## src/rtl/elevator_pkg.sv

```systemverilog
// Shared types and constants for the SCAN elevator controller.
// Holds the phase enum, default timing and a constant-evaluable log2 helper.
package elevator_pkg;

    typedef enum logic [1:0] {
        ST_IDLE = 2'd0,
        ST_MOVE = 2'd1,
        ST_DOOR = 2'd2
    } state_e;

    localparam int DEF_NUM_FLOORS  = 4;
    localparam int DEF_MOVE_CYCLES = 50;
    localparam int DEF_DOOR_CYCLES = 100;

    // Smallest r with 2**r >= value; usable in parameter expressions.
    function automatic int clog2(input int value);
        int result;
        result = 0;
        for (int i = 0; i < 31; i++) begin
            if (int'(32'd1 << i) < value) begin
                result = i + 1;
            end else begin
                result = result;
            end
        end
        return result;
    endfunction

endpackage

```

## src/rtl/elevator_dir_select.sv

```systemverilog
// Combinational view of the pending set relative to one floor:
// anything above it, anything below it, and whether that floor itself is requested.
module elevator_dir_select #(
    parameter int NUM_FLOORS = 4,
    parameter int FLOOR_W    = 2
) (
    input  logic [NUM_FLOORS-1:0] pending,
    input  logic [FLOOR_W-1:0]    floor,
    output logic                  any_above,
    output logic                  any_below,
    output logic                  here
);

    // Reduce the pending set on each side of the floor of interest.
    always_comb begin
        any_above = 1'b0;
        any_below = 1'b0;
        for (int i = 0; i < NUM_FLOORS; i++) begin
            any_above = any_above | (pending[i] & (FLOOR_W'(i) > floor));
            any_below = any_below | (pending[i] & (FLOOR_W'(i) < floor));
        end
        here = pending[floor];
    end

endmodule

```

## src/rtl/elevator_scan_ctrl.sv

```systemverilog
// N-floor SCAN elevator controller: latches cabin/hall calls into a pending set and
// serves them by sweeping in one direction until nothing lies ahead, then reversing.
module elevator_scan_ctrl
    import elevator_pkg::*;
#(
    parameter int  NUM_FLOORS  = DEF_NUM_FLOORS,
    parameter int  MOVE_CYCLES = DEF_MOVE_CYCLES,
    parameter int  DOOR_CYCLES = DEF_DOOR_CYCLES,
    localparam int FLOOR_W     = clog2(NUM_FLOORS)
) (
    input  logic                  CLOCK_50,
    input  logic                  RESET_N,
    input  logic [NUM_FLOORS-1:0] CAB_REQ,
    input  logic [NUM_FLOORS-1:0] HALL_REQ,
    input  logic                  DOOR_HOLD,
    output logic [FLOOR_W-1:0]    cur_floor,
    output logic                  dir_up,
    output logic                  moving,
    output logic                  door_open,
    output logic                  arrive,
    output logic [NUM_FLOORS-1:0] pending
);

    localparam int CNT_W = clog2((MOVE_CYCLES > DOOR_CYCLES) ? MOVE_CYCLES : DOOR_CYCLES);
    localparam logic [CNT_W-1:0]   MOVE_LOAD = CNT_W'(MOVE_CYCLES - 1);
    localparam logic [CNT_W-1:0]   DOOR_LOAD = CNT_W'(DOOR_CYCLES - 1);
    localparam logic [CNT_W-1:0]   CNT_ZERO  = CNT_W'(0);
    localparam logic [CNT_W-1:0]   CNT_ONE   = CNT_W'(1);
    localparam logic [FLOOR_W-1:0] FLOOR_ONE = FLOOR_W'(1);

    state_e                  state_r, state_next_s;
    logic [CNT_W-1:0]        cnt_r, cnt_next_s;
    logic [FLOOR_W-1:0]      cur_floor_r, floor_next_s, step_floor_s, floor_sel_s;
    logic                    dir_up_r, dir_next_s;
    logic                    moving_r, door_open_r, arrive_r, arrive_next_s;
    logic [NUM_FLOORS-1:0]   pending_r, pending_next_s, clr_s, req_s;
    logic                    any_above_s, any_below_s, here_s, ahead_s, behind_s, req_here_s;

    assign req_s        = CAB_REQ | HALL_REQ;
    assign req_here_s   = req_s[cur_floor_r];
    assign step_floor_s = dir_up_r ? (cur_floor_r + FLOOR_ONE) : (cur_floor_r - FLOOR_ONE);
    // While moving, decisions are about the floor being reached, not the one being left.
    assign floor_sel_s  = (state_r == ST_MOVE) ? step_floor_s : cur_floor_r;
    assign ahead_s      = dir_up_r ? any_above_s : any_below_s;
    assign behind_s     = dir_up_r ? any_below_s : any_above_s;

    elevator_dir_select #(
        .NUM_FLOORS (NUM_FLOORS),
        .FLOOR_W    (FLOOR_W)
    ) u_dir_select (
        .pending   (pending_r),
        .floor     (floor_sel_s),
        .any_above (any_above_s),
        .any_below (any_below_s),
        .here      (here_s)
    );

    // Next-state, shared phase counter, floor and direction decisions.
    always_comb begin
        state_next_s  = state_r;
        cnt_next_s    = cnt_r;
        floor_next_s  = cur_floor_r;
        dir_next_s    = dir_up_r;
        arrive_next_s = 1'b0;
        case (state_r)
            ST_IDLE: begin
                if (here_s) begin
                    state_next_s = ST_DOOR;
                    cnt_next_s   = DOOR_LOAD;
                end else if (ahead_s) begin
                    state_next_s = ST_MOVE;
                    cnt_next_s   = MOVE_LOAD;
                end else if (behind_s) begin
                    state_next_s = ST_MOVE;
                    cnt_next_s   = MOVE_LOAD;
                    dir_next_s   = ~dir_up_r;
                end else begin
                    state_next_s = ST_IDLE;
                    cnt_next_s   = CNT_ZERO;
                end
            end
            ST_MOVE: begin
                if (cnt_r == CNT_ZERO) begin
                    floor_next_s  = step_floor_s;
                    arrive_next_s = 1'b1;
                    if (here_s) begin
                        state_next_s = ST_DOOR;
                        cnt_next_s   = DOOR_LOAD;
                    end else if (ahead_s) begin
                        state_next_s = ST_MOVE;
                        cnt_next_s   = MOVE_LOAD;
                    end else begin
                        state_next_s = ST_IDLE;
                        cnt_next_s   = CNT_ZERO;
                    end
                end else begin
                    cnt_next_s = cnt_r - CNT_ONE;
                end
            end
            ST_DOOR: begin
                if (DOOR_HOLD || req_here_s) begin
                    cnt_next_s = DOOR_LOAD;
                end else if (cnt_r == CNT_ZERO) begin
                    state_next_s = ST_IDLE;
                    cnt_next_s   = CNT_ZERO;
                end else begin
                    cnt_next_s = cnt_r - CNT_ONE;
                end
            end
            default: begin
                state_next_s = ST_IDLE;
                cnt_next_s   = CNT_ZERO;
            end
        endcase
    end

    // A call for the floor whose door is open (or opening) is absorbed, never pended.
    always_comb begin
        clr_s = {NUM_FLOORS{1'b0}};
        if ((state_r == ST_DOOR) || (state_next_s == ST_DOOR)) begin
            clr_s[floor_next_s] = 1'b1;
        end else begin
            clr_s = {NUM_FLOORS{1'b0}};
        end
        pending_next_s = (pending_r | req_s) & ~clr_s;
    end

    // State, counter, position and registered status outputs.
    always_ff @(posedge CLOCK_50 or negedge RESET_N) begin
        if (!RESET_N) begin
            state_r     <= ST_IDLE;
            cnt_r       <= CNT_ZERO;
            cur_floor_r <= {FLOOR_W{1'b0}};
            dir_up_r    <= 1'b1;
            pending_r   <= {NUM_FLOORS{1'b0}};
            moving_r    <= 1'b0;
            door_open_r <= 1'b0;
            arrive_r    <= 1'b0;
        end else begin
            state_r     <= state_next_s;
            cnt_r       <= cnt_next_s;
            cur_floor_r <= floor_next_s;
            dir_up_r    <= dir_next_s;
            pending_r   <= pending_next_s;
            moving_r    <= (state_next_s == ST_MOVE);
            door_open_r <= (state_next_s == ST_DOOR);
            arrive_r    <= arrive_next_s;
        end
    end

    assign cur_floor = cur_floor_r;
    assign dir_up    = dir_up_r;
    assign moving    = moving_r;
    assign door_open = door_open_r;
    assign arrive    = arrive_r;
    assign pending   = pending_r;

endmodule
```

## config.mk

```make
export PLATFORM = sky130hd
export DESIGN_NAME = elevator_scan_ctrl
export DESIGN_NICKNAME = d
export VERILOG_FILES = /design/src/rtl/elevator_pkg.sv /design/src/rtl/elevator_dir_select.sv /design/src/rtl/elevator_scan_ctrl.sv
export SDC_FILE = /design/constraint.sdc
export NUM_CORES = 1
export LEC_CHECK = 0
export ABC_AREA = 1
export BUFFER_PORTS_ARGS = -buffer_cell sky130_fd_sc_hd__buf_2
export CORE_MARGIN = 5
export CORE_UTILIZATION = 30
export CTS_CLUSTER_DIAMETER = 100
export CTS_CLUSTER_SIZE = 20
export DETAILED_ROUTE_END_ITERATION = 12
export GPL_TIMING_DRIVEN = 0
export HOLD_SLACK_MARGIN = 0.15
export PLACE_DENSITY = 0.58
export SETUP_SLACK_MARGIN = 0.5
export SYNTH_ARGS = -nofsm -noshare
export SYNTH_HDL_FRONTEND = slang
export SYNTH_SLANG_ARGS = --single-unit
```

## constraint.sdc

```tcl
create_clock -name CLOCK_50 -period 4.8 [get_ports CLOCK_50]
set_input_delay 1.44 -clock CLOCK_50 [delete_from_list [all_inputs] [get_ports CLOCK_50]]
set_output_delay 1.44 -clock CLOCK_50 [all_outputs]
set_load 0.02 [all_outputs]
```

==> results of run 1 <==
## logic make-up after synthesis
| kind of cell | Yosys count |
|---|---|
| buf+inv | 20 |
| flops | 19 |
| xor+xnor | 5 |
| simple gates | 99 |
| compound gates | 21 |
| fa+ha+maj | 1 |
## routing by layer
metal  GRT usage (%)  wire length (um)
met3           1.486                79
met5               0                 0
met2           17.72              1239
met4           4.829                48
met1           15.56              1443
## flip-flops by register name, indices dropped and copies added (netlist names)
register	flops
arrive	1
cnt_r	7
cur_floor	2
dir_up	1
door_open	1
moving	1
pending	4
state_r	2
## power groups by stage
stage	combinational (uW)	clock [uW]	sequential [uW]
6_report	12.4	118	161
5_1_grt	14.6	128	161
4_1_cts	12.9	121	161
3_5_place_dp	12.8	0	164
3_3_place_gp	12.8	0	164
2_1_floorplan	4.27	0	164
## how the worst max path moves through the flow
stage | endpoint | cells past startpoint | slack, ps | start
global route | cnt_r[1] | 8 | 2260 | HALL_REQ[1]
finish | cnt_r[6] | 8 | 2310 | HALL_REQ[1]
detailed placement | cnt_r[6] | 8 | 2030 | HALL_REQ[1]
CTS | cnt_r[6] | 8 | 2310 | HALL_REQ[1]
floorplan | cnt_r[1] | 7 | 2260 | HALL_REQ[1]
global placement | cnt_r[6] | 8 | 2040 | HALL_REQ[1]
## critical path, delay by kind of cell
kind	cells	cell delay, ps
AO/OA/AOI/OAI	4	600
buffers and inverters	2	150
AND/OR/NAND/NOR	2	440
## cells in the final DEF, fill, tap and decap left out, types with 4 or more instances in the layout
| master | synthesis | layout |
|---|---|---|
| nand2_1 | 43 | 43 |
| buf_2 | 0 | 20 |
| nand3_1 | 18 | 18 |
| dfrtp_1 | 18 | 18 |
| nor2_1 | 16 | 16 |
| inv_1 | 15 | 15 |
| nor3_1 | 6 | 6 |
| a21oi_1 | 6 | 6 |
| o21ai_0 | 5 | 5 |
| inv_2 | 4 | 4 |
## Yosys cell counts, drive strengths merged
cell type  instances  area [um2]
a31oi              1       6.260
ha                 1       12.51
xnor2              2       17.52
dfstp              1       26.28
dfrtp             18       450.4
a21oi              7       38.79
nor2              19       88.84
nand2             49       214.0
nand4              3       18.77
o21ai             12       90.08
nand3             20       117.6
inv               20       77.57
xor2               3       26.28
nor3               6       30.03
o21bai             1       7.510
or2                2       12.51
## through the flow
stage               area, um2  total power (uW)  util, %  setup WS, ps
global placement         1398             176.5    34.94          2041
CTS                      1444             294.9    36.10          2310
floorplan                1235             168.0        -          2263
finish                   1444             290.8    36.10          2311
detailed placement       1398             176.6    34.94          2029
global route             1444             303.0    36.10          2262
## area by class of cell
class | instances | area share (%)
repair buffers | 20 | 6.932
clock inverters | 1 | 0.3466
inverters | 20 | 5.373
multi-input cells | 126 | 47.14
well taps | 50 | 4.333
clock buffers | 3 | 2.860
flip-flops and latches | 19 | 33.02
==> results.cfg, run 1 <==
[outcome]
status = completed

[route]
ant_nets = 0
vias_per_cell = 4.653
vias = 1112
routedWlPerCell_um = 11.76
drt_iter0_markers = 40
drtPass1Iterations = 4
drc = 0
wirelength_um = 2811

[job]
maxCapViolations = 0

[logic_synthesis]
synth_warnings = 0
synthSimpleGateAreaFrac_pct = 39.01
muxShareOfSynthArea_pct = 0
syn_area_per_cell_um2 = 7.484
synth.distinct_cells = 28
ys_seq_area_share_pct = 38.60
synthCells = 165
synthXorXnorAreaFrac_pct = 3.546
synthAdderAreaFrac_pct = 1.013
ys_ff_latch = 19
synth-compound-area-share_pct = 11.55
synth_top_family_by_area = simple AND/OR/NAND/NOR gates
synth.net_count = 177
synth_area_um2 = 1235

[critical_path]
required_ps = 4950
worstReg2RegEnd = cnt_r[6]
slowest_stage = or2_2
max_stage_delay_ps = 300
path_cells = buf_2, or2_2, a31oi_1, nand2_1, o21ai_4, inv_2, a21oi_2, o21ai_1
crit_arrival_ps = 2640
cp_max_fo = 4
critPathKind = in -> reg
cp-end-kind = flop
worstRegToRegCells = 9
cp-start-kind = primary input
timing.rr.start = cnt_r[0]
rrSetupSlack_ps = 2840

[timing]
rsz0062_at_grt = false
finalCritPeriodShare_pct = 51.85
fin_crit_ps = 2489
worst_slew_pin_slew_ps = 425.2
finalHoldViolCount = 0
setup_viol = 0
setup-tns-final_ps = 0
drv_slew = 0
skew_ps = 2.915
max_slew_margin_pct = 71.65
max_clock_freq_mhz = 401.8
hold_slack_ps = 558.1

[finish]
syn_to_final_growth_pct = 16.92
fin_cells = 239
nets = 202
n_antenna_cell = 0
filler_cell_count = 430
drive_gt1_share_pct = 25.40
multiInputGateArea_um2 = 680.7
regArea_um2 = 476.7

[grt]
grt-ovfl-total = 0
grt_max_degree = 20
grt_antenna_before_repair = 0
grt.total_usage_pct = 11.29
grt_pass1_wl_um = 4809
grt_pass1_vias = 1063

[clock_tree]
cts_num_sinks = 19
cts_made_buffers = 3
cts_setup_buffers = 0
cts_root_buffer = clkbuf_8
cts_hold_buffers = 0
ctsLongestPathBuffers = 2
clkTransAtPathRegs_ps = 80
clk-insertion-delay-late_ps = 260
htreeDepth = 1
cts_tree = built
cts_resized = 0

[worst_hold_path]
holdPathStages = 2
holdPathEnd = dir_up
min_path_type = reg -> reg
hold_start = dir_up

[floorplanning]
rows = 23
io_pins = 21
fp.dieH_um = 74.16
core_um2 = 4000
die_area_um2 = 5500
fp.dieW_um = 74.16
initial_utilization_pct = 30.87

[power_and_ir_drop]
power_density_nw_per_um2 = 201.4
power_frac_comb_pct = 4.3
clock_power_share_pct = 40.5
p_leak_uw = 0.0006728
total_switching_power_uw = 67.69
intPower_uw = 223.1
swShare_pct = 23.27
seq_power_share_pct = 55.2
ir_drop_v = 0.0001185

[place]
dp.cells = 235
numPortBuffers = 20
dp_hpwl_um = 2216
gp_congestion = 0.7959
Note: power is estimated with default switching activity, not from simulation.
==> run 2: changes to the inputs <==
clock period = 2.5 ns   (was 4.8 ns; I/O delays follow)
==> results.cfg, run 2 (synthesis gave the netlist of run 1 again) <==
[outcome]
status = completed

[timing]
fin_crit_ps = 1815
max_slew_margin_pct = 71.63
skew_ps = 3.209
worst_slew_pin_slew_ps = 425.5
setup_viol = 0
finalCritPeriodShare_pct = 72.60
max_clock_freq_mhz = 551.0
rsz0062_at_grt = false
setup-tns-final_ps = 0
finalHoldViolCount = 0
drv_slew = 0

[critical_path]
path_cells = inv_1, ha_1, nand3_1, nor2_4, inv_1, o21ai_4, inv_2, a21oi_2, o21ai_1
max_stage_delay_ps = 380
cp-start-kind = flop
timing.rr.start = cnt_r[0]
worstReg2RegEnd = cnt_r[6]
cpMostUsedCell = inv_1
cp-end-kind = flop
worstRegToRegCells = 9
required_ps = 2650
crit_family = compound AO/OA/AOI/OAI gates
cp_max_fo = 6
slowest_stage = dfrtp_1
path_buf_inv = 3
rrSetupSlack_ps = 680
critPathKind = reg -> reg
crit_arrival_ps = 1970

[power_and_ir_drop]
intPower_uw = 428.5
ir_drop_v = 0.0002272
power_density_nw_per_um2 = 381.3
seq_power_share_pct = 55.2
clock_power_share_pct = 40.6
total_switching_power_uw = 130.3
p_leak_uw = 0.0006826
power_frac_comb_pct = 4.3
swShare_pct = 23.31

[grt]
grt.total_usage_pct = 11.29
grt_util_met3_pct = 1.486
gr-usage-met1_pct = 15.56
grt-ovfl-total = 0
grt_pass1_wl_um = 4809
met2_usage_pct = 17.72
grt_max_degree = 20
grt_antenna_before_repair = 0
busiest_layer = met2
grt_pass1_vias = 1063

[place]
dp_hpwl_um = 2216
gp_congestion = 0.7959
numPortBuffers = 20
dp.cells = 235

[worst_hold_path]
min_path_type = in -> async

[finish]
filler_cell_count = 429
largest_reg_flops = 7
drive_gt1_share_pct = 27.23
syn_to_final_growth_pct = 18.64
n_antenna_cell = 0
final_common_cell = nand2_1
fin_cells = 241
layout_common_cells = nand2_1, buf_2, nand3_1, dfrtp_1, nor2_1
fin_util_pct = 36.63
nets = 204
top_register = cnt_r

[clock_tree]
cts_tree = built
htreeDepth = 1
clk-insertion-delay-late_ps = 260
ctsLongestPathBuffers = 2
cts_hold_buffers = 0
cts_num_sinks = 19
cts_root_buffer = clkbuf_8
cts_made_buffers = 3
clkTransAtPathRegs_ps = 80

[floorplanning]
rows = 23
initial_utilization_pct = 30.87
fp.dieH_um = 74.16
die_area_um2 = 5500
core_um2 = 4000
io_pins = 21
fp.dieW_um = 74.16

[route]
drc = 0
wirelength_um = 2840
vias_per_cell = 4.743
drt_iter0_markers = 37
vias = 1143
ant_nets = 0
drtPass1Iterations = 4
routedWlPerCell_um = 11.78

[job]
maxCapViolations = 0
## run 2: worst max-delay path by stage
stage | start | cells past startpoint | slack, ps | end
2_1_floorplan | HALL_REQ[1] | 7 | 650 | cnt_r[1]
3_3_place_gp | HALL_REQ[1] | 8 | 430 | cnt_r[6]
3_5_place_dp | HALL_REQ[1] | 8 | 420 | cnt_r[6]
4_1_cts | cnt_r[0] | 9 | 540 | cnt_r[6]
5_1_grt | dir_up | 12 | 510 | dir_up
6_report | cnt_r[0] | 9 | 680 | cnt_r[6]
## run 2: what timing repair did
item | in CTS | in global routing
resized for setup | 0 | 2
setup endpoints to repair | 0 | 8
hold endpoints to repair | 0 | 0
buffers inserted | 0 | 2
## run 2: final cells by class
cell class / count / area [um2] / area share, %
clock buffer: 3 / 41.29 / 2.818
clock inverter: 1 / 5.005 / 0.3416
inverter: 20 / 77.57 / 5.295
multi-input combinational: 126 / 686.9 / 46.88
sequential: 19 / 476.7 / 32.54
tap: 50 / 62.56 / 4.270
timing repair buffer: 22 / 115.1 / 7.856
## run 2: per-stage QoR
| step | hold WS (ps) | total power (uW) | setup WS (ps) | instance area [um2] |
|---|---|---|---|---|
| global placement | 552.0 | 338.9 | 430.6 | 1398 |
| CTS | 423.9 | 566.2 | 539.3 | 1444 |
| floorplan | 454.4 | 322.6 | 652.6 | 1235 |
| finish | 411.6 | 558.7 | 685.0 | 1465 |
| detailed placement | 554.9 | 339.1 | 419.4 | 1398 |
| global route | 443.0 | 581.7 | 508.8 | 1465 |
## run 2: power by group through the flow
| stage | clock, uW | combinational (uW) | sequential, uW |
|---|---|---|---|
| 6_report | 227 | 23.8 | 308 |
| 5_1_grt | 245 | 28.0 | 308 |
| 4_1_cts | 233 | 24.8 | 308 |
| 3_5_place_dp | 0 | 24.6 | 314 |
| 3_3_place_gp | 0 | 24.5 | 314 |
| 2_1_floorplan | 0 | 8.20 | 314 |
## run 2: routing by layer
layer,part of all wire [%],up-vias
met3,3.0,4
met2,45,21
li1,-,588
met4,1.7,0
met1,50,530
met5,0,-
